[src/rtl/pipe_ctrl_pkg.sv]
// pipe_ctrl_pkg: shared types and constants for the ID/EX/WB hazard controller.
//   state_t    - controller state (RUN, STALL, FLUSH, HALT)
//   FWD_*      - forwarding-mux select encodings for the ALU operands
//   sb_entry_t - scoreboard entry describing one in-flight RF writer
package pipe_ctrl_pkg;

  typedef enum logic [1:0] {
    RUN   = 2'd0,
    STALL = 2'd1,
    FLUSH = 2'd2,
    HALT  = 2'd3
  } state_t;

  localparam logic [1:0] FWD_RF = 2'b00;
  localparam logic [1:0] FWD_EX = 2'b01;
  localparam logic [1:0] FWD_WB = 2'b10;

  typedef struct packed {
    logic       valid;
    logic [4:0] rd;
    logic       is_load;
  } sb_entry_t;

endpackage

[src/rtl/hazard_src_cmp.sv]
// hazard_src_cmp: compares one ID source operand against the EX and WB
// scoreboard entries.
// Ports:
//   use_src  - the ID instruction actually reads this source
//   rs       - source register address
//   ex_entry - scoreboard entry of the instruction in EX
//   wb_valid - WB holds a valid RF writer
//   wb_rd    - destination register of the WB writer
//   match_ex - youngest writer (EX) produces this source
//   match_wb - WB writer produces this source
//   load_use - EX writer is a load whose data is not yet available
//   fwd      - operand select assuming forwarding is allowed
module hazard_src_cmp
  import pipe_ctrl_pkg::*;
(
  input  logic       use_src,
  input  logic [4:0] rs,
  input  sb_entry_t  ex_entry,
  input  logic       wb_valid,
  input  logic [4:0] wb_rd,
  output logic       match_ex,
  output logic       match_wb,
  output logic       load_use,
  output logic [1:0] fwd
);

  // x0 is hard-wired zero, so a writer of x0 never supplies a value.
  assign match_ex = use_src && ex_entry.valid && (ex_entry.rd != 5'd0) && (ex_entry.rd == rs);
  assign match_wb = use_src && wb_valid && (wb_rd != 5'd0) && (wb_rd == rs);
  assign load_use = match_ex && ex_entry.is_load;

  // EX is the youngest writer, so it wins over WB.
  always_comb begin
    fwd = FWD_RF;
    if (match_ex) begin
      fwd = FWD_EX;
    end else if (match_wb) begin
      fwd = FWD_WB;
    end
  end

endmodule

[src/rtl/pipe_hazard_ctrl.sv]
// pipe_hazard_ctrl: hazard and sequencing controller for the 3-stage
// ID/EX/WB integer pipeline. Tracks EX/WB destination registers and drives
// stall, bubble, flush, forwarding selects, a sticky halt and two saturating
// performance counters. Contains no datapath.
// Build option: define PIPE_HAZARD_FWD_EN to enable operand forwarding (only
// load-use then stalls); otherwise any EX/WB match stalls and fwd selects
// stay at RF.
// Parameters: FLUSH_CYCLES (1..3) cycles ID is flushed after a redirect,
//             CNT_W width of the saturating counters.
// Ports:
//   clk, rst_n                      - clock, async active-low reset
//   id_valid, id_rs1/2, id_use_rs1/2,
//   id_rd, id_wr_en, id_is_load     - decoded instruction in ID
//   ex_redirect                     - taken branch / jump resolved in EX
//   ex_tohost_we, ex_tohost_data    - tohost CSR write in EX
//   pipe_en_id                      - PC and ID registers advance
//   bubble_ex                       - load a NOP into EX at the next edge
//   flush_id                        - kill the wrong-path ID instruction
//   fwd_sel_a/b                     - ALU operand source select
//   halt                            - sticky program-complete flag
//   stall_cnt, flush_cnt            - stalled / flushing cycle counters
module pipe_hazard_ctrl
  import pipe_ctrl_pkg::*;
#(
  parameter int FLUSH_CYCLES = 2,
  parameter int CNT_W        = 16
) (
  input  logic             clk,
  input  logic             rst_n,
  input  logic             id_valid,
  input  logic [4:0]       id_rs1,
  input  logic [4:0]       id_rs2,
  input  logic             id_use_rs1,
  input  logic             id_use_rs2,
  input  logic [4:0]       id_rd,
  input  logic             id_wr_en,
  input  logic             id_is_load,
  input  logic             ex_redirect,
  input  logic             ex_tohost_we,
  input  logic [31:0]      ex_tohost_data,
  output logic             pipe_en_id,
  output logic             bubble_ex,
  output logic             flush_id,
  output logic [1:0]       fwd_sel_a,
  output logic [1:0]       fwd_sel_b,
  output logic             halt,
  output logic [CNT_W-1:0] stall_cnt,
  output logic [CNT_W-1:0] flush_cnt
);

`ifdef PIPE_HAZARD_FWD_EN
  localparam bit FWD_EN = 1'b1;
`else
  localparam bit FWD_EN = 1'b0;
`endif

  localparam logic [1:0] FLUSH_EXTRA = 2'(FLUSH_CYCLES - 1);

  function automatic logic [CNT_W-1:0] sat_inc(input logic [CNT_W-1:0] v);
    return (&v) ? v : v + {{(CNT_W-1){1'b0}}, 1'b1};
  endfunction

  state_t     state;
  logic [1:0] flush_left;

  logic       ex_vld_p1;
  logic [4:0] ex_rd_p1;
  logic       ex_ld_p1;
  logic       wb_vld_p2;
  logic [4:0] wb_rd_p2;
  sb_entry_t  sb_ex;

  logic       m_ex_a, m_wb_a, lu_a;
  logic       m_ex_b, m_wb_b, lu_b;
  logic [1:0] fwd_a_raw, fwd_b_raw;
  logic       hazard, in_flow, take_redirect, do_stall, tohost_hit;

  assign sb_ex = '{valid: ex_vld_p1, rd: ex_rd_p1, is_load: ex_ld_p1};

  hazard_src_cmp u_cmp_a (
    .use_src  (id_use_rs1),
    .rs       (id_rs1),
    .ex_entry (sb_ex),
    .wb_valid (wb_vld_p2),
    .wb_rd    (wb_rd_p2),
    .match_ex (m_ex_a),
    .match_wb (m_wb_a),
    .load_use (lu_a),
    .fwd      (fwd_a_raw)
  );

  hazard_src_cmp u_cmp_b (
    .use_src  (id_use_rs2),
    .rs       (id_rs2),
    .ex_entry (sb_ex),
    .wb_valid (wb_vld_p2),
    .wb_rd    (wb_rd_p2),
    .match_ex (m_ex_b),
    .match_wb (m_wb_b),
    .load_use (lu_b),
    .fwd      (fwd_b_raw)
  );

  // Without forwarding the consumer must wait until the writer has left WB.
  assign hazard        = FWD_EN ? (lu_a | lu_b) : (m_ex_a | m_wb_a | m_ex_b | m_wb_b);
  assign in_flow       = (state == RUN) || (state == STALL);
  assign take_redirect = in_flow && ex_redirect;
  assign do_stall      = in_flow && !ex_redirect && hazard;
  assign tohost_hit    = ex_tohost_we && (ex_tohost_data != 32'd0);

  // Outputs are combinational so hazards act in the same cycle; reset forces
  // the pipe to hold with a bubble regardless of state.
  always_comb begin
    pipe_en_id = 1'b1;
    bubble_ex  = 1'b0;
    flush_id   = 1'b0;
    fwd_sel_a  = FWD_RF;
    fwd_sel_b  = FWD_RF;
    halt       = 1'b0;
    if (!rst_n) begin
      pipe_en_id = 1'b0;
      bubble_ex  = 1'b1;
    end else begin
      case (state)
        HALT: begin
          pipe_en_id = 1'b0;
          bubble_ex  = 1'b1;
          halt       = 1'b1;
        end
        FLUSH: begin
          bubble_ex = 1'b1;
          flush_id  = 1'b1;
        end
        default: begin
          if (take_redirect) begin
            bubble_ex = 1'b1;
            flush_id  = 1'b1;
          end else if (hazard) begin
            pipe_en_id = 1'b0;
            bubble_ex  = 1'b1;
          end else begin
            fwd_sel_a = FWD_EN ? fwd_a_raw : FWD_RF;
            fwd_sel_b = FWD_EN ? fwd_b_raw : FWD_RF;
          end
        end
      endcase
    end
  end

  // ---- ID -> EX -> WB scoreboard: valid bits and control state ----
  always_ff @(posedge clk or negedge rst_n) begin
    if (!rst_n) begin
      state      <= RUN;
      flush_left <= 2'd0;
      ex_vld_p1  <= 1'b0;
      wb_vld_p2  <= 1'b0;
      stall_cnt  <= '0;
      flush_cnt  <= '0;
    end else begin
      ex_vld_p1 <= id_valid && id_wr_en && !bubble_ex;
      wb_vld_p2 <= ex_vld_p1;
      if (do_stall) stall_cnt <= sat_inc(stall_cnt);
      if (flush_id) flush_cnt <= sat_inc(flush_cnt);
      if (tohost_hit) begin
        state <= HALT;
      end else begin
        case (state)
          HALT: state <= HALT;
          FLUSH: begin
            if (flush_left <= 2'd1) begin
              state      <= RUN;
              flush_left <= 2'd0;
            end else begin
              flush_left <= flush_left - 2'd1;
            end
          end
          default: begin
            if (ex_redirect) begin
              // The redirect cycle itself is the first flush cycle.
              state      <= (FLUSH_EXTRA != 2'd0) ? FLUSH : RUN;
              flush_left <= FLUSH_EXTRA;
            end else if (hazard) begin
              state <= STALL;
            end else begin
              state <= RUN;
            end
          end
        endcase
      end
    end
  end

  // ---- scoreboard register addresses (data, no reset needed) ----
  always_ff @(posedge clk) begin
    ex_rd_p1 <= id_rd;
    ex_ld_p1 <= id_is_load;
    wb_rd_p2 <= ex_rd_p1;
  end

endmodule

[config.mk]
export PLATFORM = sky130hd
export DESIGN_NAME = pipe_hazard_ctrl
export DESIGN_NICKNAME = d
export VERILOG_FILES = /design/src/rtl/pipe_ctrl_pkg.sv /design/src/rtl/hazard_src_cmp.sv /design/src/rtl/pipe_hazard_ctrl.sv
export SDC_FILE = /design/constraint.sdc
export NUM_CORES = 1
export LEC_CHECK = 0
export BUFFER_PORTS_ARGS = -buffer_cell sky130_fd_sc_hd__buf_2
export CORE_ASPECT_RATIO = 1.1
export CORE_MARGIN = 8
export CORE_UTILIZATION = 30
export CTS_BUF_LIST = sky130_fd_sc_hd__clkbuf_4 sky130_fd_sc_hd__clkbuf_8
export DETAILED_ROUTE_END_ITERATION = 10
export PLACE_DENSITY = 0.61
export SYNTH_ARGS = -nofsm -noshare
export SYNTH_HDL_FRONTEND = slang
export SYNTH_HIERARCHICAL = 1
export SYNTH_SLANG_ARGS = --single-unit
[constraint.sdc]
create_clock -name clk -period 3.6 [get_ports clk]
set_input_delay 0.54 -clock clk [delete_from_list [all_inputs] [get_ports clk]]
set_output_delay 0.54 -clock clk [all_outputs]
set_load 0.01 [all_outputs]
==> impl_metrics.toml, run 1 <==
[floorplan]
initial_utilization = 0.304
fp-row-count = 35
io_pins = 96
placeableCoreArea_um2 = 8230
die_height_um = 112
die_ar_um2 = 11500
die_w_um = 103

[global_route]
grt_first_pass_wirelength_um = 10800
antenna_found_initial = 0
grt_pass1_vias = 2321
overflow = 0
grt_max_degree = 28
grt.total_usage = 0.114

[worst_setup_path]
endpoint_kind_of_the_worst_setup_timing_path = "output pin"
cp.arrival_ns = 2.77
critical_path_class = "reg2out"
critPathLaunchType = "register"
crit_path_max_fanout = 9
required_ns = 3.06

[timing]
worst_slew_pin_slew_ns = 0.651
highest_attainable_clock_frequency_ghz = 0.302
rsz0062_at_grt = "false"
timing.final.setup_violations = 0
maxSlewHeadroom = 0.562
hold_violations = 0
min_period_over_period = 0.919
finalCriticalPeriod_ns = 3.31
totalNegativeSetupSlack_ns = 0
drv_slew = 0
fin_worst_skew_ns = 0.0107

[route]
detail_route.iter0.violations = 89
routed_via_density = 4.97
detail-route-antenna-nets = 0
via_count = 2271
routed_wire_length_per_instance_um = 14.4
drtPass1Iterations = 6
drc = 0
total_routed_wirelength_um = 6570

[power_and_ir_drop]
power_leakage_nw = 1.54
ir_worst_vdd_uv = 200
power.density_cell_area_nw_per_um2 = 331

[clock_network]
cts_made_buffers = 5
tritoncts = "done"
cts.sinks = 48
root_buffer = "clkbuf_8"
deepest_clock_path_buffer_count = 2
cts-resized-gates = 0
clock_tree.htree_level_count = 2
clk_transition_reported_paths_ns = 0.09
cts_hold_repair.buffers = 0
post_cts.repair.setup_buffers = 0
clk_latency_ns = 0.30

[logic_synthesis]
syn_area_per_cell_um2 = 10.0
syn_area_um2 = 2500
ys_warn_count = 6
post_synth_inst_count = 249

[placement]
gp_congestion = 0.849
dpl.cell_count = 449
placement.io_buffers = 90
half_perimeter_wire_length_after_detailed_placement_um = 5170

[finish]
diodes = 0
final_core_util = 0.386
multi_input_combinational_cell_area_um2 = 1290
final-instance-count-excl-fill = 457
area_growth_syn_to_layout_pct = 26.9
fin_nets = 403
final.fill_count = 857
seqCellArea_um2 = 1150
fraction_of_layout_cells_with_a_size_suffix_above_1 = 0.332

[run_status]
outcome = "complete, no violations"

[job]
maxCapViolCount = 0

[hold_path]
min_path_type = "in2async"
==> power breakdown <==
part	switching, W	leakage [nW]	internal (W)
combinational	0.0000629	0.886	0.0000620
sequential	0.0000252	0.602	0.000556
clock	0.000181	0.0479	0.000164
==> cells in the final DEF, fill, tap and decap left out, types with 4 or more instances in the layout <==
cell type	count
xnor2_1	17
conb_1	4
dfxtp_1	10
xor2_1	22
a21oi_1	5
buf_2	90
nor3_1	7
mux2_2	5
nand2_1	14
nor4_1	20
dfrtp_1	38
nor2_1	15
clkbuf_8	6
nand3_1	22
a211oi_1	4
a2111oi_0	5
nand4_1	10
inv_1	8
==> path summary, 6_finish.rpt <==
| path | from | end | slack, ns | cells past startpoint |
|---|---|---|---|---|
| min | rst_n | flush_left[1]$_DFFE_PN0P_ | 0.14 | 1 |
| min reg2reg | ex_rd_p1[4]$_DFF_P_ | wb_rd_p2[4]$_DFF_P_ | 0.40 | 0 |
| max | ex_rd_p1[2]$_DFF_P_ | pipe_en_id | 0.29 | 8 |
| max in group asynchronous | rst_n | wb_vld_p2$_DFF_PN0_ | 2.77 | 2 |
| max reg2reg | ex_rd_p1[2]$_DFF_P_ | stall_cnt[1]$_DFFE_PN0P_ | 0.91 | 8 |
| min in group clk | id_rd[0] | ex_rd_p1[0]$_DFF_P_ | 0.34 | 1 |
==> critical path, cell delays in order, from the launching register on <==
cell      delay, ns
dfxtp_1        0.38
or4_4          0.55
a21oi_2        0.15
nor3_2         0.05
nor4_1         0.48
buf_4          0.23
nand2b_1       0.29
and3_1         0.20
buf_2          0.13
==> area by class of cell <==
type,instances,area share
multi-input cells,190,0.407
flip-flops and latches,48,0.362
repair buffers,92,0.147
well taps,111,0.0437
clock buffers,7,0.0284
inverters,8,0.00946
clock inverters,1,0.00236
==> stage by stage <==
step                setup WS (ns)  hold slack (ns)  instance area [um^2]  power, W
global route                0.197            0.150                  3180   0.00110
detailed placement          0.709            0.387                  3080  0.000719
finish                      0.291            0.139                  3180   0.00105
CTS                         0.340            0.142                  3180   0.00107
floorplan                    1.00            0.244                  2510  0.000647
global placement            0.668            0.383                  3080  0.000717
==> metal layers <==
metal,wire length (um),GRT usage,share of wire,vias up
li1,-,-,-,1106
met1,2880,0.140,0.44,1064
met2,3000,0.183,0.46,96
met3,610,0.0387,0.093,5
met4,76,0.0348,0.012,0
met5,0,0,0,-
==> flip-flops by register name, indices dropped and copies added (netlist names) <==
register    cells
flush_left      2
ex_vld_p1       1
ex_rd_p1        5
flush_cnt      16
wb_vld_p2       1
stall_cnt      16
wb_rd_p2        5
state           2
Power figures use the tool's default switching activity.
==> run 2: changes to the inputs <==
--- a/config.mk
+++ b/config.mk
@@ -8,10 +8,10 @@
 export BUFFER_PORTS_ARGS = -buffer_cell sky130_fd_sc_hd__buf_2
 export CORE_ASPECT_RATIO = 1.1
 export CORE_MARGIN = 8
-export CORE_UTILIZATION = 30
+export CORE_UTILIZATION = 55
 export CTS_BUF_LIST = sky130_fd_sc_hd__clkbuf_4 sky130_fd_sc_hd__clkbuf_8
 export DETAILED_ROUTE_END_ITERATION = 10
-export PLACE_DENSITY = 0.61
+export PLACE_DENSITY = 0.95
 export SYNTH_ARGS = -nofsm -noshare
 export SYNTH_HDL_FRONTEND = slang
 export SYNTH_HIERARCHICAL = 1
==> run 2 against run 1 <==
  * Sequential cell count is the same
  * Sequential share of layout area is 0.86 points higher
  * Clock-buffer cell count is 1 lower
  * Highest routed layer unchanged
  * Largest power group unchanged
==> impl_metrics.toml, run 2 (synthesis results as in run 1) <==
[power_and_ir_drop]
power.combinational.fraction = 0.119
power.density_cell_area_nw_per_um2 = 334
internal_power_w = 0.000772
share_seq_of_total_power = 0.560
power_leakage_nw = 1.54
power.share.clock = 0.320
power_switching_w = 0.000265
ir_worst_vdd_uv = 251
netSwitchingFraction = 0.256

[route]
routed_via_density = 5.81
detail_route.iter0.violations = 164
drtPass1Iterations = 4
drc = 0
detail-route-antenna-nets = 0
total_routed_wirelength_um = 6630
routed_wire_length_per_instance_um = 16.5
via_count = 2329

[finish]
leading_cell_type_in_the_layout_fill_and_taps_excluded = "buf_2"
fin_nets = 403
mostFrequentLayoutCells = "90 x buf_2, 38 x dfrtp_1, 22 x nand3_1, 22 x xor2_1, 20 x nor4_1"
area_growth_syn_to_layout_pct = 23.9
largest_registers = "flush_cnt x16, stall_cnt x16"
final_core_util = 0.713
fraction_of_layout_cells_with_a_size_suffix_above_1 = 0.332

[hold_path]
min_path_type = "in2async"

[timing]
hold_violations = 0
fin_worst_skew_ns = 0.00658
drv_slew = 0
min_period_over_period = 0.875
finalCriticalPeriod_ns = 3.15
timing.final.setup_violations = 0
rsz0062_at_grt = "false"
maxSlewHeadroom = 0.559
worst_slew_pin_slew_ns = 0.657
timing.final.ws_setup_ns = 0.450
highest_attainable_clock_frequency_ghz = 0.317
totalNegativeSetupSlack_ns = 0

[run_status]
outcome = "complete, no violations"

[worst_setup_path]
cp_top_family = "simple AND/OR/NAND/NOR gates"
cp.arrival_ns = 2.61
slowest_delay_ns = 0.55
startpoint = "ex_rd_p1[2]$_DFF_P_"
required_ns = 3.06
crit_path_cell_trace = "or4_4, a21oi_2, nor3_2, nor4_1, buf_4, nand2b_1, and3_1, buf_2"
endpoint_kind_of_the_worst_setup_timing_path = "output pin"
critPathLaunchType = "register"
critical_path_class = "reg2out"
critical_path.reg2reg.startpoint = "ex_rd_p1[2]$_DFF_P_"
crit_path_max_fanout = 9
timing.critical_path.buf_inv = 2
worst_path_max_delay_cell = "or4_4"

[global_route]
grt_pass1_vias = 2461
grt_first_pass_wirelength_um = 11100
antenna_found_initial = 1
grt_max_degree = 28
grt.total_usage = 0.197
overflow = 0

[floorplan]
die_w_um = 80.3
fp-row-count = 25
io_pins = 96
placeableCoreArea_um2 = 4350
die_height_um = 86.7
initial_utilization = 0.576
die_ar_um2 = 6970

[clock_network]
deepest_clock_path_buffer_count = 2
cts_made_buffers = 5
post_cts.repair.setup_buffers = 0
clock_tree.htree_level_count = 2
clk_latency_ns = 0.30
cts-resized-gates = 0
cts.sinks = 48
clk_transition_reported_paths_ns = 0.09
tritoncts = "done"
cts_hold_repair.buffers = 0
root_buffer = "clkbuf_8"

[placement]
half_perimeter_wire_length_after_detailed_placement_um = 5310
placement.io_buffers = 90
placement.setup.worst_slack_ns = 0.811
gp_congestion = 0.953

[job]
maxCapViolCount = 0
-- run 2: cell count changes in the layout (fill, tap and decap cells not counted), sizes merged --
cell and change:
diode +1, clkinvlp -1, clkbuf -1, clkinv +2
-- run 2: power by group through the flow --
stage          sequential, W  combinational [W]  clock [W]
2_1_floorplan       0.000594          0.0000538          0
3_3_place_gp        0.000590           0.000121          0
3_5_place_dp        0.000592           0.000125          0
4_1_cts             0.000581           0.000126   0.000339
5_1_grt             0.000584           0.000139   0.000364
6_report            0.000581           0.000124   0.000332
-- run 2: worst reg2reg max path: stages (launching register included) --
cell      delay, ns
dfxtp_1        0.37
or4_4          0.55
a21oi_2        0.15
nor3_2         0.06
nor4_1         0.35
buf_4          0.20
nand2b_1       0.29
a21oi_1        0.15
mux2_2         0.31
-- run 2: routing by layer --
metal  GRT usage  vias to the layer above  routed length [um]
li1            -                     1107                   -
met1       0.222                     1111                2630
met2       0.338                      101                3430
met3      0.0518                       10                 454
met4      0.0844                        0                 111
met5           0                        -                   0
-- run 2: area by class of cell --
type,count,area (um^2)
timing repair buffer,92,465
tap,54,67.6
multi-input combinational,190,1290
antenna,1,2.50
inverter,8,30.0
clock buffer,6,82.6
sequential,48,1150
fill,343,1250
clock inverter,2,10.0
-- run 2: worst paths after layout --
kind                                        endpoint  slack [ns]  depth (start not counted)
setup / recovery                          pipe_en_id        0.45                          8
hold / removal              flush_cnt[4]$_DFFE_PN0P_        0.13                          1
setup reg to reg            stall_cnt[1]$_DFFE_PN0P_        1.06                          8
hold reg to reg                  wb_rd_p2[4]$_DFF_P_        0.39                          0
max in group asynchronous  stall_cnt[14]$_DFFE_PN0P_        2.81                          2
min in group clk                 ex_rd_p1[4]$_DFF_P_        0.33                          1
-- run 2: per-stage QoR --
| step | cell area [um^2] | hold WS, ns | cells | power [W] |
|---|---|---|---|---|
| after floorplan | 2510 | 0.244 | 252 | 0.000647 |
| after global placement | 3010 | 0.377 | 392 | 0.000710 |
| after detailed placement | 3010 | 0.384 | 392 | 0.000717 |
| after CTS | 3100 | 0.136 | 400 | 0.00105 |
| after global routing | 3100 | 0.146 | 401 | 0.00109 |
| final | 3100 | 0.133 | 401 | 0.00104 |
==> run 3: changes to the inputs <==
--- a/config.mk
+++ b/config.mk
@@ -8,10 +8,11 @@
 export BUFFER_PORTS_ARGS = -buffer_cell sky130_fd_sc_hd__buf_2
 export CORE_ASPECT_RATIO = 1.1
 export CORE_MARGIN = 8
-export CORE_UTILIZATION = 55
-export CTS_BUF_LIST = sky130_fd_sc_hd__clkbuf_4 sky130_fd_sc_hd__clkbuf_8
+export CORE_UTILIZATION = 53
+export CTS_BUF_LIST = sky130_fd_sc_hd__clkbuf_4 sky130_fd_sc_hd__clkbuf_8 sky130_fd_sc_hd__clkbuf_16
 export DETAILED_ROUTE_END_ITERATION = 10
-export PLACE_DENSITY = 0.95
+export PLACE_DENSITY = 0.93
+export SETUP_SLACK_MARGIN = 0.02
 export SYNTH_ARGS = -nofsm -noshare
 export SYNTH_HDL_FRONTEND = slang
 export SYNTH_HIERARCHICAL = 1
==> run 3 against run 2 <==
  * Maximum frequency down 0.82%
  * Utilization down 3.7 points
  * Critical endpoint unchanged
  * Non-clock buffer count stayed put
  * Final cell count grew 0.25%
  * Highest routed layer unchanged
  * Critical path type unchanged
  * Setup slack worse by 0.026 ns
==> impl_metrics.toml, run 3 (synthesis results as in run 1) <==
[timing]
worst_slew_pin_slew_ns = 0.682
fin_worst_skew_ns = 0.00541
final.hold.worst_slack_ns = 0.148
highest_attainable_clock_frequency_ghz = 0.315
drv_slew = 0
maxSlewHeadroom = 0.542
hold_violations = 0
totalNegativeSetupSlack_ns = 0
min_period_over_period = 0.882
timing.final.setup_violations = 0
finalCriticalPeriod_ns = 3.18
rsz0062_at_grt = "false"

[route]
detail_route.iter0.violations = 114
drtPass1Iterations = 4
detail-route-antenna-nets = 0
total_routed_wirelength_um = 6390
routed_wire_length_per_instance_um = 15.9
drc = 0
routed_via_density = 5.77
via_count = 2321

[worst_setup_path]
slowest_delay_ns = 0.55
required_ns = 3.06
cp.arrival_ns = 2.64
crit_path_cell_trace = "or4_4, a21oi_2, nor3_2, nor4_1, buf_4, nand2b_1, and3_1, buf_2"
crit_path_max_fanout = 9
critPathLaunchType = "register"
endpoint_kind_of_the_worst_setup_timing_path = "output pin"
critical_path_class = "reg2out"
worst_path_max_delay_cell = "or4_4"

[hold_path]
min_path_type = "in2async"

[finish]
final-instance-count-excl-fill = 402
final_core_util = 0.676
mostFrequentLayoutCells = "90 x buf_2, 38 x dfrtp_1, 22 x nand3_1, 22 x xor2_1, 20 x nor4_1"
fin_nets = 403
fraction_of_layout_cells_with_a_size_suffix_above_1 = 0.332
leading_cell_type_in_the_layout_fill_and_taps_excluded = "buf_2"
area_growth_syn_to_layout_pct = 23.9
largest_registers = "flush_cnt x16, stall_cnt x16"
diodes = 0
final_cell_area_um2 = 3100

[power_and_ir_drop]
ir_worst_vdd_uv = 206
power.density_cell_area_nw_per_um2 = 334
power_leakage_nw = 1.54

[placement]
dpl.cell_count = 394
placed_cell_area_um2 = 3010
gp_congestion = 0.891
placement.io_buffers = 90
half_perimeter_wire_length_after_detailed_placement_um = 5050

[global_route]
grt_first_pass_wirelength_um = 10400
antenna_found_initial = 0
grt_max_degree = 28
overflow = 0
grt.total_usage = 0.182
grt_pass1_vias = 2369

[clock_network]
clk_transition_reported_paths_ns = 0.08
clock_tree.htree_level_count = 2
clk_latency_ns = 0.30
cts_made_buffers = 5
deepest_clock_path_buffer_count = 2
cts.sinks = 48
tritoncts = "done"
post_cts.repair.setup_buffers = 0
root_buffer = "clkbuf_8"
cts-resized-gates = 0
cts_hold_repair.buffers = 0

[floorplan]
placeableCoreArea_um2 = 4590
io_pins = 96
die_height_um = 88.1
initial_utilization = 0.546
die_w_um = 81.5
fp-row-count = 26
die_ar_um2 = 7180

[run_status]
outcome = "complete, no violations"

[job]
maxCapViolCount = 0
==> run 3: changes by cell type in the layout (fill, tap and decap cells not counted), sizes merged <==
cell / before / now
diode: 1 / 0
==> run 3: worst paths after layout <==
path                       depth (start not counted)  slack, ns                  endpoint           startpoint
min reg2reg                                        0       0.39       wb_rd_p2[4]$_DFF_P_  ex_rd_p1[4]$_DFF_P_
max reg2reg                                        8       1.04  stall_cnt[1]$_DFFE_PN0P_  ex_rd_p1[2]$_DFF_P_
max in group asynchronous                          2       2.80  flush_cnt[0]$_DFFE_PN0P_                rst_n
max                                                8       0.42                pipe_en_id  ex_rd_p1[2]$_DFF_P_
min in group clk                                   1       0.34       ex_rd_p1[4]$_DFF_P_             id_rd[4]
min                                                1       0.15  flush_cnt[2]$_DFFE_PN0P_                rst_n
==> run 3: area by class of cell <==
| class | instances | area (um^2) |
|---|---|---|
| fill | 372 | 1490 |
| multi-input combinational | 190 | 1290 |
| sequential | 48 | 1150 |
| timing repair buffer | 92 | 465 |
| clock buffer | 6 | 82.6 |
| tap | 56 | 70.1 |
| inverter | 8 | 30.0 |
| clock inverter | 2 | 10.0 |
==> run 3: critical path, delay by kind of cell, from the launching register on <==
kind	cells	cell delay [ns]
flops	1	0.37
compound gates	1	0.14
buf+inv	2	0.34
simple gates	5	1.48
==> run 3: metal layers <==
| metal | up-vias | track usage | part of all wire |
|---|---|---|---|
| li1 | 1106 | - | - |
| met1 | 1087 | 0.200 | 0.39 |
| met2 | 111 | 0.315 | 0.50 |
| met3 | 17 | 0.0452 | 0.086 |
| met4 | 0 | 0.0894 | 0.029 |
| met5 | - | 0 | 0 |
==> run 3: report_power, final <==
group	total (W)	internal, W	switching (W)	leakage, nW
combinational	0.000126	0.0000628	0.0000631	0.886
clock	0.000331	0.000153	0.000177	0.0510
sequential	0.000581	0.000556	0.0000245	0.602
==> run 3: stage by stage <==
| step | total power, W | worst slack [ns] |
|---|---|---|
| final | 0.00104 | 0.424 |
| after global routing | 0.00109 | 0.320 |
| after CTS | 0.00105 | 0.422 |
| after detailed placement | 0.000719 | 0.778 |
| after global placement | 0.000711 | 0.807 |
| after floorplan | 0.000647 | 1.00 |
